===== src/rtl/keypad_scanner.sv =====
// Column-scanning front end for a 4x4 encoded keypad: synchronizes the encoder
// outputs, debounces press and release, and emits one strobe per accepted key.
module keypad_scanner #(
    parameter int unsigned SCAN_DIV        = 1500,
    parameter int unsigned DEBOUNCE_CYCLES = 15000
) (
    input  logic       clock,
    input  logic       reset,
    input  logic [1:0] row_result,
    input  logic       valid_out,
    output logic [1:0] col_selector,
    output logic [3:0] key_code,
    output logic       key_strobe,
    output logic       key_held
);

    localparam int unsigned CNT_MAX = (SCAN_DIV > DEBOUNCE_CYCLES) ? SCAN_DIV : DEBOUNCE_CYCLES;
    localparam int unsigned CNT_W   = $clog2(CNT_MAX);

    localparam logic [CNT_W-1:0] SCAN_LAST = CNT_W'(SCAN_DIV - 1);
    localparam logic [CNT_W-1:0] DEB_LAST  = CNT_W'(DEBOUNCE_CYCLES - 1);
    localparam logic [CNT_W-1:0] CNT_ONE   = CNT_W'(1);

    typedef enum logic [1:0] {
        ST_SCAN,
        ST_DEB_PRESS,
        ST_HELD,
        ST_DEB_REL
    } state_t;

    state_t           state_q, state_d;
    logic [CNT_W-1:0] cnt_q, cnt_d;
    logic [1:0]       col_q, col_d;
    logic [1:0]       cand_row_q, cand_row_d;
    logic [3:0]       key_code_q, key_code_d;
    logic             key_strobe_q, key_strobe_d;
    logic             key_held_q, key_held_d;

    logic [1:0]       row_meta_q, row_s_q;
    logic             valid_meta_q, valid_s_q;

    logic             press_match_c;
    logic             accept_c;
    logic             release_done_c;

    // Two-flop synchronizer for the asynchronous keypad pins.
    always_ff @(posedge clock or negedge reset) begin
        if (!reset) begin
            row_meta_q   <= 2'd0;
            row_s_q      <= 2'd0;
            valid_meta_q <= 1'b0;
            valid_s_q    <= 1'b0;
        end else begin
            row_meta_q   <= row_result;
            row_s_q      <= row_meta_q;
            valid_meta_q <= valid_out;
            valid_s_q    <= valid_meta_q;
        end
    end

    // State and output registers.
    always_ff @(posedge clock or negedge reset) begin
        if (!reset) begin
            state_q      <= ST_SCAN;
            cnt_q        <= '0;
            col_q        <= 2'd0;
            cand_row_q   <= 2'd0;
            key_code_q   <= 4'd0;
            key_strobe_q <= 1'b0;
            key_held_q   <= 1'b0;
        end else begin
            state_q      <= state_d;
            cnt_q        <= cnt_d;
            col_q        <= col_d;
            cand_row_q   <= cand_row_d;
            key_code_q   <= key_code_d;
            key_strobe_q <= key_strobe_d;
            key_held_q   <= key_held_d;
        end
    end

    // Shared transition qualifiers used by both combinational processes.
    assign press_match_c  = valid_s_q && (row_s_q == cand_row_q);
    assign accept_c       = (state_q == ST_DEB_PRESS) && press_match_c && (cnt_q == DEB_LAST);
    assign release_done_c = (state_q == ST_DEB_REL) && !valid_s_q && (cnt_q == DEB_LAST);

    // Next-state, dwell/debounce counter, column and candidate row.
    always_comb begin
        state_d    = state_q;
        cnt_d      = cnt_q;
        col_d      = col_q;
        cand_row_d = cand_row_q;
        unique case (state_q)
            ST_SCAN: begin
                if (cnt_q == SCAN_LAST) begin
                    cnt_d = '0;
                    if (valid_s_q) begin
                        cand_row_d = row_s_q;
                        state_d    = ST_DEB_PRESS;
                    end else begin
                        col_d = col_q + 2'd1;
                    end
                end else begin
                    cnt_d = cnt_q + CNT_ONE;
                end
            end
            ST_DEB_PRESS: begin
                if (!press_match_c) begin
                    // Same column is resampled after a full dwell.
                    cnt_d   = '0;
                    state_d = ST_SCAN;
                end else if (cnt_q == DEB_LAST) begin
                    cnt_d   = '0;
                    state_d = ST_HELD;
                end else begin
                    cnt_d = cnt_q + CNT_ONE;
                end
            end
            ST_HELD: begin
                cnt_d = '0;
                if (!valid_s_q) begin
                    state_d = ST_DEB_REL;
                end
            end
            ST_DEB_REL: begin
                if (valid_s_q) begin
                    cnt_d   = '0;
                    state_d = ST_HELD;
                end else if (cnt_q == DEB_LAST) begin
                    cnt_d   = '0;
                    col_d   = col_q + 2'd1;
                    state_d = ST_SCAN;
                end else begin
                    cnt_d = cnt_q + CNT_ONE;
                end
            end
            default: begin
                cnt_d   = '0;
                state_d = ST_SCAN;
            end
        endcase
    end

    // Registered key outputs; key_code only moves on an accepted press.
    always_comb begin
        key_code_d   = key_code_q;
        key_strobe_d = 1'b0;
        key_held_d   = key_held_q;
        if (accept_c) begin
            key_code_d   = {col_q, cand_row_q};
            key_strobe_d = 1'b1;
            key_held_d   = 1'b1;
        end else if (release_done_c) begin
            key_held_d = 1'b0;
        end
    end

    assign col_selector = col_q;
    assign key_code     = key_code_q;
    assign key_strobe   = key_strobe_q;
    assign key_held     = key_held_q;

endmodule

===== config.mk =====
export PLATFORM = sky130hd
export DESIGN_NAME = keypad_scanner
export DESIGN_NICKNAME = d
export VERILOG_FILES = /design/src/rtl/keypad_scanner.sv
export SDC_FILE = /design/constraint.sdc
export NUM_CORES = 1
export LEC_CHECK = 0
export ABC_CLOCK_PERIOD_IN_PS = 1950
export CAP_MARGIN = 20
export CORE_ASPECT_RATIO = 1.4
export CORE_MARGIN = 2
export CORE_UTILIZATION = 50
export DETAILED_ROUTE_END_ITERATION = 6
export PLACE_DENSITY_LB_ADDON = 0.25
export SYNTH_ARGS = -nofsm -noshare
export SYNTH_HDL_FRONTEND = slang
export SYNTH_SLANG_ARGS = --single-unit
export TNS_END_PERCENT = 5

===== constraint.sdc =====
create_clock -name clock -period 1.95 [get_ports clock]
set_clock_uncertainty 0.15 [all_clocks]
set_input_delay 0.39 -clock clock [delete_from_list [all_inputs] [get_ports clock]]
set_output_delay 0.39 -clock clock [all_outputs]
set_load 0.1 [all_outputs]

# == Word-level counts from Yosys, hierarchy flattened ==
# Cells that the tools add are included.
# word_totals
register_bits,32
input_bits,5
out_inout_bits,8
wordCells,60
# classes
add_sub_neg,2
n_eq_ne,14
mux,21
n_reduce_logical,12
# op_table
op,n
2-to-1 mux 14 bit,4
case mux 14 bit (4 select lines),1
2-to-1 mux 2 bit,11
"adder 14 x 1 -> 14 bit, second input constant",1
"== test 14 x 11 -> 1 bit, second input constant",1
"== test 14 bit, second input constant",1
"inequality test 2 bit, second input constant",6
AND reduction 5 bit,2
case mux 2 bit (4 select lines),1
logical AND 1 bit,5
"== test 2 bit, second input constant",2
case mux 2 bit (2 select lines),1
nonzero test 2 bit,2
2-to-1 mux 1 bit,3
"inequality test 3 x 2 -> 1 bit, second input constant",1
"inequality test 3 bit, second input constant",1
AND reduction 3 bit,1
"adder 2 x 1 -> 2 bit, second input constant",1
"== test 2 x 1 -> 1 bit, second input constant",1
== test 2 bit,1
zero test 2 bit,1
zero test 1 bit,1

# == Logic depth before layout (Yosys ltp) ==
# Gate-level depths: netlist of the first run.
# logic_depth
word_depth,5
depth_mapped,7
depth_no_buf,5

# == Worst setup path before layout of the first run ==
# Ideal clock, no wire load.
# synth_path
path_type,reg2reg
from,register cnt_q[0]
to,"register key_code_q[3], in the netlist key_code[3]"
setup_time_ps,126
arrival_time_ps,1845
required_ps,1674
setup_slack_ps,-170
stages_incl_launch_ff,7
path_buffers,1
period_less_slack_ps,2120
path_cell_list,dfrtp_1 -> ha_1 -> nand3b_4 -> or4_1 -> buf_4 -> nor2_4 -> mux2_2
# synth_between
elab_chain_cells,2
# synth_rtl
element,line_no,source
start: declaration,32,"logic [CNT_W-1:0] cnt_q, cnt_d;"
start signal: assignment,73,cnt_q <= cnt_d;
== test 14 bit,84,assign accept_c = (state_q == ST_DEB_PRESS) && press_match_c && (cnt_q == DEB_LAST);
logical AND 1 bit,84,
end signal: assignment,76,key_code_q <= key_code_d;
end: declaration,35,"logic [3:0] key_code_q, key_code_d;"
# No other way between the ends.
# A chain may end at the register's enable or synchronous reset.

# == Final worst setup path of the first run ==
# layout_path
from,register cnt_q[2]
to,register cand_row_q[0]
# layout_between
elab_chain_cells,2
# layout_rtl
element,line_no,source
== test 14 x 11 -> 1 bit,95,if (cnt_q == SCAN_LAST) begin
AND reduction 3 bit (no line),n/a,
end signal: assignment,75,cand_row_q <= cand_row_d;
end: declaration,34,"logic [1:0] cand_row_q, cand_row_d;"
# No other way between the ends.

==> metrics.md, run 1 <==
| Metric | Value |
|---|---|
| Status | complete, but fails checks |
| Finish-stage setup viols | 2 |
| First-pass GRT wire length | 5170 µm |
| Gr usage total | 20.7% |
| RR Endpoint | cand_row_q[0] |
| Diode count | 0 |
| Clock Pin Slew Worst Setup and Hold Paths | about 60 ps |
| Worst Setup End Kind | register |
| Reg area | 801 µm² |
| Core ar. | 0.00288 mm² |
| Main synth FF type | dfrtp_1 |
| Critical path arrival | 1990 ps |
| Routed Antenna Nets | 0 |
| Placed cell area | roughly 0.0019 mm² |
| Max-slew headroom | 72.3% |
| Nets@finish | 170 |
| First-pass DRT Iterations | 4 |
| Failing checks | negative setup slack |
| Final Hold Vio Count | 0 |
| Synth area leader | dfrtp_1 |
| Post-Place Worst Slack | -14.9 ps |
| Synthesized netlist cell count | around 130 |
| Per-cell routed wire length | 14.8 µm |
| CTS Root Cell | clkbuf_8 |
| DP HPWL | 2210 µm |
| Clk Latency, worst-skew pair | 280 ps |
| Via count | ~1100 |
| Vias/cell | between 5 and 6 |
| Chip height | 68.9 µm |
| Vias in the first global route | 1106 |
| Measured slew at the worst slew-check pin | 416 ps |
| I/O Pins | 13 |
| Syn avg cell area | between 10 and 15 µm² |
| Post-synth EDFFs | 0 |
| Register area share after synthesis | 53.2% |
| Syn nets | 135 |
| Final min period | 1970 ps |
| GP Congestion | 0.884 |
| Worst hold path class | reg2reg |
| Iteration-0 DRC Markers | 26 |
| CP Launch Type | register |
| # fillers | 209 |
| Fmax | 0.509 GHz |
| Maximum vdd drop | 973 µV |
| TritonCTS clock tree | yes |
| Post-route cell area | 0.00203 mm² |
| Port Buffers | 12 |
| Final worst slack | -16.3 ps |
| Hold Crit Depth | 0 |
| R2R depth | 4 |
| Layout cells sized above 1 | 32.1% |
| Synth area leaders | dfrtp_1, xor2_1, mux2_2 |
| Setup Fix Bufs, Post-CTS | 0 |
| Hold_sp | row_meta_q[1] |
| Post-synth ARST share | 100% |
| CP Class | reg2reg |
| R2r setup slk | -20 ps |
| Fin Setup TNS | -29.6 ps |
| Register bit total from synthesis | 32 |
| Synth warn | 0 |
| Max-cap viol count | 0 |
| Num CTS Buffers | 5 |
| Rows | 23 |
| Multi-input logic area | 708 µm² |
| Max-slew violations | 0 |
| Post-synth cell types | 38 |
| Pwr dens | 650 mW/mm² |
| Fin crit share | 101% |
| P&R area growth vs syn | 35.1% |
| Mapped Area | 0.00151 mm² |
| Drt drc | 0 |
| Largest net degree at the start of global routing | 33 |
| Hold path endpoint | row_s_q[1] |
| RSZ-0062 raised after global routing | yes |
| Leak | 0.903 nW |
| CP max FO | 3 |
| H-Tree Depth | 2 |
| Starting Density | ~52% |
| Cell Count Post-Placement | 194 |
| Clk sink count | 32 |
| Worst flop-to-flop path startpoint | cnt_q[2] |
| Gr ovfl total | 0 |
| Worst Path Required | 1970 ps |
| Final cell count without fillers | ~200 |
| Die Area | 0.00347 mm² |
| Maximum root-to-sink buffer count | 2 |
| CTS Hold Buffers Added | 0 |
| Initial antenna violation count | 0 |
| Total Wirelength | 3000 µm |
| Share of the synthesized area in the top cell type | about 53% |
| Die width | around 50 µm |
==> layer usage <==
| metal | part of all wire [%] | global-route usage, % |
|---|---|---|
| met5 | 0 | 0 |
| met4 | 2.1 | 10.8 |
| met1 | 38 | 22.0 |
| met2 | 56 | 37.3 |
| met3 | 3.7 | 5.82 |
==> cell usage in the layout (no fill, tap or decap), types with 2 or more instances in the layout <==
| master | netlist | final |
|---|---|---|
| nand3b_1 | 3 | 3 |
| buf_4 | 1 | 18 |
| inv_1 | 4 | 4 |
| or4_1 | 3 | 2 |
| xor2_1 | 8 | 8 |
| nand4_1 | 4 | 4 |
| mux2_4 | 0 | 6 |
| nand4bb_1 | 3 | 3 |
| and3_1 | 2 | 2 |
| nor4_1 | 4 | 4 |
| nand2_1 | 6 | 6 |
| nor2b_1 | 3 | 3 |
| nand3_1 | 2 | 2 |
| nor2_1 | 12 | 12 |
| buf_12 | 0 | 9 |
| nor3_1 | 2 | 2 |
| xnor2_1 | 5 | 5 |
| o21ai_0 | 5 | 4 |
| a21oi_1 | 4 | 3 |
| or2_2 | 2 | 2 |
| dfrtp_1 | 32 | 32 |
| clkdlybuf4s50_1 | 0 | 4 |
| o31ai_1 | 2 | 2 |
| clkbuf_8 | 0 | 5 |
==> report_power, final <==
| part | internal (mW) | switching, mW | leakage [nW] | total, mW |
|---|---|---|---|---|
| registers | 0.670 | 0.00295 | 0.419 | 0.673 |
| logic | 0.0118 | 0.0179 | 0.429 | 0.0297 |
| clock network | 0.379 | 0.241 | 0.0552 | 0.620 |
==> cell usage after synthesis, types with 3 or more instances <==
library cell	instances
dfrtp_1	32
nor2_1	12
xor2_1	8
nand2_1	6
o21ai_0	5
xnor2_1	5
a21oi_1	4
inv_1	4
mux2_2	4
nand4_1	4
nor4_1	4
nand3b_1	3
nand4bb_1	3
nor2b_1	3
or4_1	3
==> worst max path at each step <==
stage	to	startpoint	slack, ps	cells after the start
floorplan	key_code[0]	cnt_q[0]	-80	6
global placement	key_code[1]	cnt_q[1]	20	5
detailed placement	cand_row_q[1]	cnt_q[2]	-10	4
CTS	cand_row_q[0]	cnt_q[2]	-20	4
global route	cand_row_q[0]	cnt_q[2]	-120	4
finish	cand_row_q[0]	cnt_q[2]	-20	4
==> cells by family (layout without fill, tap and decap cells) <==
group	count (synthesis)	in the layout	share of synthesized area [%]
XOR/XNOR	13	13	7.56
multiplexers	6	6	4.49
AND/OR/NAND/NOR	55	55	24.2
flip-flops	32	32	53.2
adder cells (fa/ha/maj)	1	1	0.831
AO/OA/AOI/OAI	15	15	7.15
buffers and inverters	7	43	2.58
==> repair_timing <==
| item | 4_1_cts | 5_1_grt |
|---|---|---|
| gates resized for setup | 1 | 3 |
| cloned | 0 | 0 |
| setup endpoints to repair | 6 | 23 |
| pin swaps | 1 | 3 |
==> sequential cells by signal (all words and copies together) (netlist names) <==
register and flops:
cnt_q 14, key_code 4, cand_row_q 2, col_selector 2, row_meta_q 2, row_s_q 2
state_q 2, key_held 1, key_strobe 1, valid_meta_q 1, valid_s_q 1
==> through the flow <==
stage / util [%] / power (mW) / hold WS, ps
finish: 70.7 / 1.32 / 199
global route: 70.7 / 1.37 / 220
CTS: 70.4 / 1.34 / 202
detailed placement: 66.5 / 0.716 / 186
global placement: 66.5 / 0.714 / 183
floorplan: - / 0.689 / -55.6
==> final cells by class <==
type,count,area share [%]
sequential,32,39.4
multi-input combinational,90,34.8
timing repair buffer,31,17.5
clock buffer,6,3.57
tap,37,2.28
clock inverter,2,1.72
inverter,4,0.738
==> worst max-delay path, cell delays in order, from the launching register on <==
cell,delay (ps)
dfrtp_1,410
or4b_4,560
nor4_4,230
nand3_2,180
mux2_4,330
Note: power is estimated with default switching activity, not from simulation.
==> inputs of run 2 (changes only) <==
--- a/config.mk
+++ b/config.mk
@@ -6,11 +6,11 @@
 export NUM_CORES = 1
 export LEC_CHECK = 0
 export ABC_CLOCK_PERIOD_IN_PS = 1950
-export CAP_MARGIN = 20
 export CORE_ASPECT_RATIO = 1.4
 export CORE_MARGIN = 2
 export CORE_UTILIZATION = 50
 export DETAILED_ROUTE_END_ITERATION = 6
+export HOLD_SLACK_MARGIN = 0.05
 export PLACE_DENSITY_LB_ADDON = 0.25
 export SYNTH_ARGS = -nofsm -noshare
 export SYNTH_HDL_FRONTEND = slang
==> results of run 2 <==
No change in the layout: final DEF, timing and power equal those of run 1.
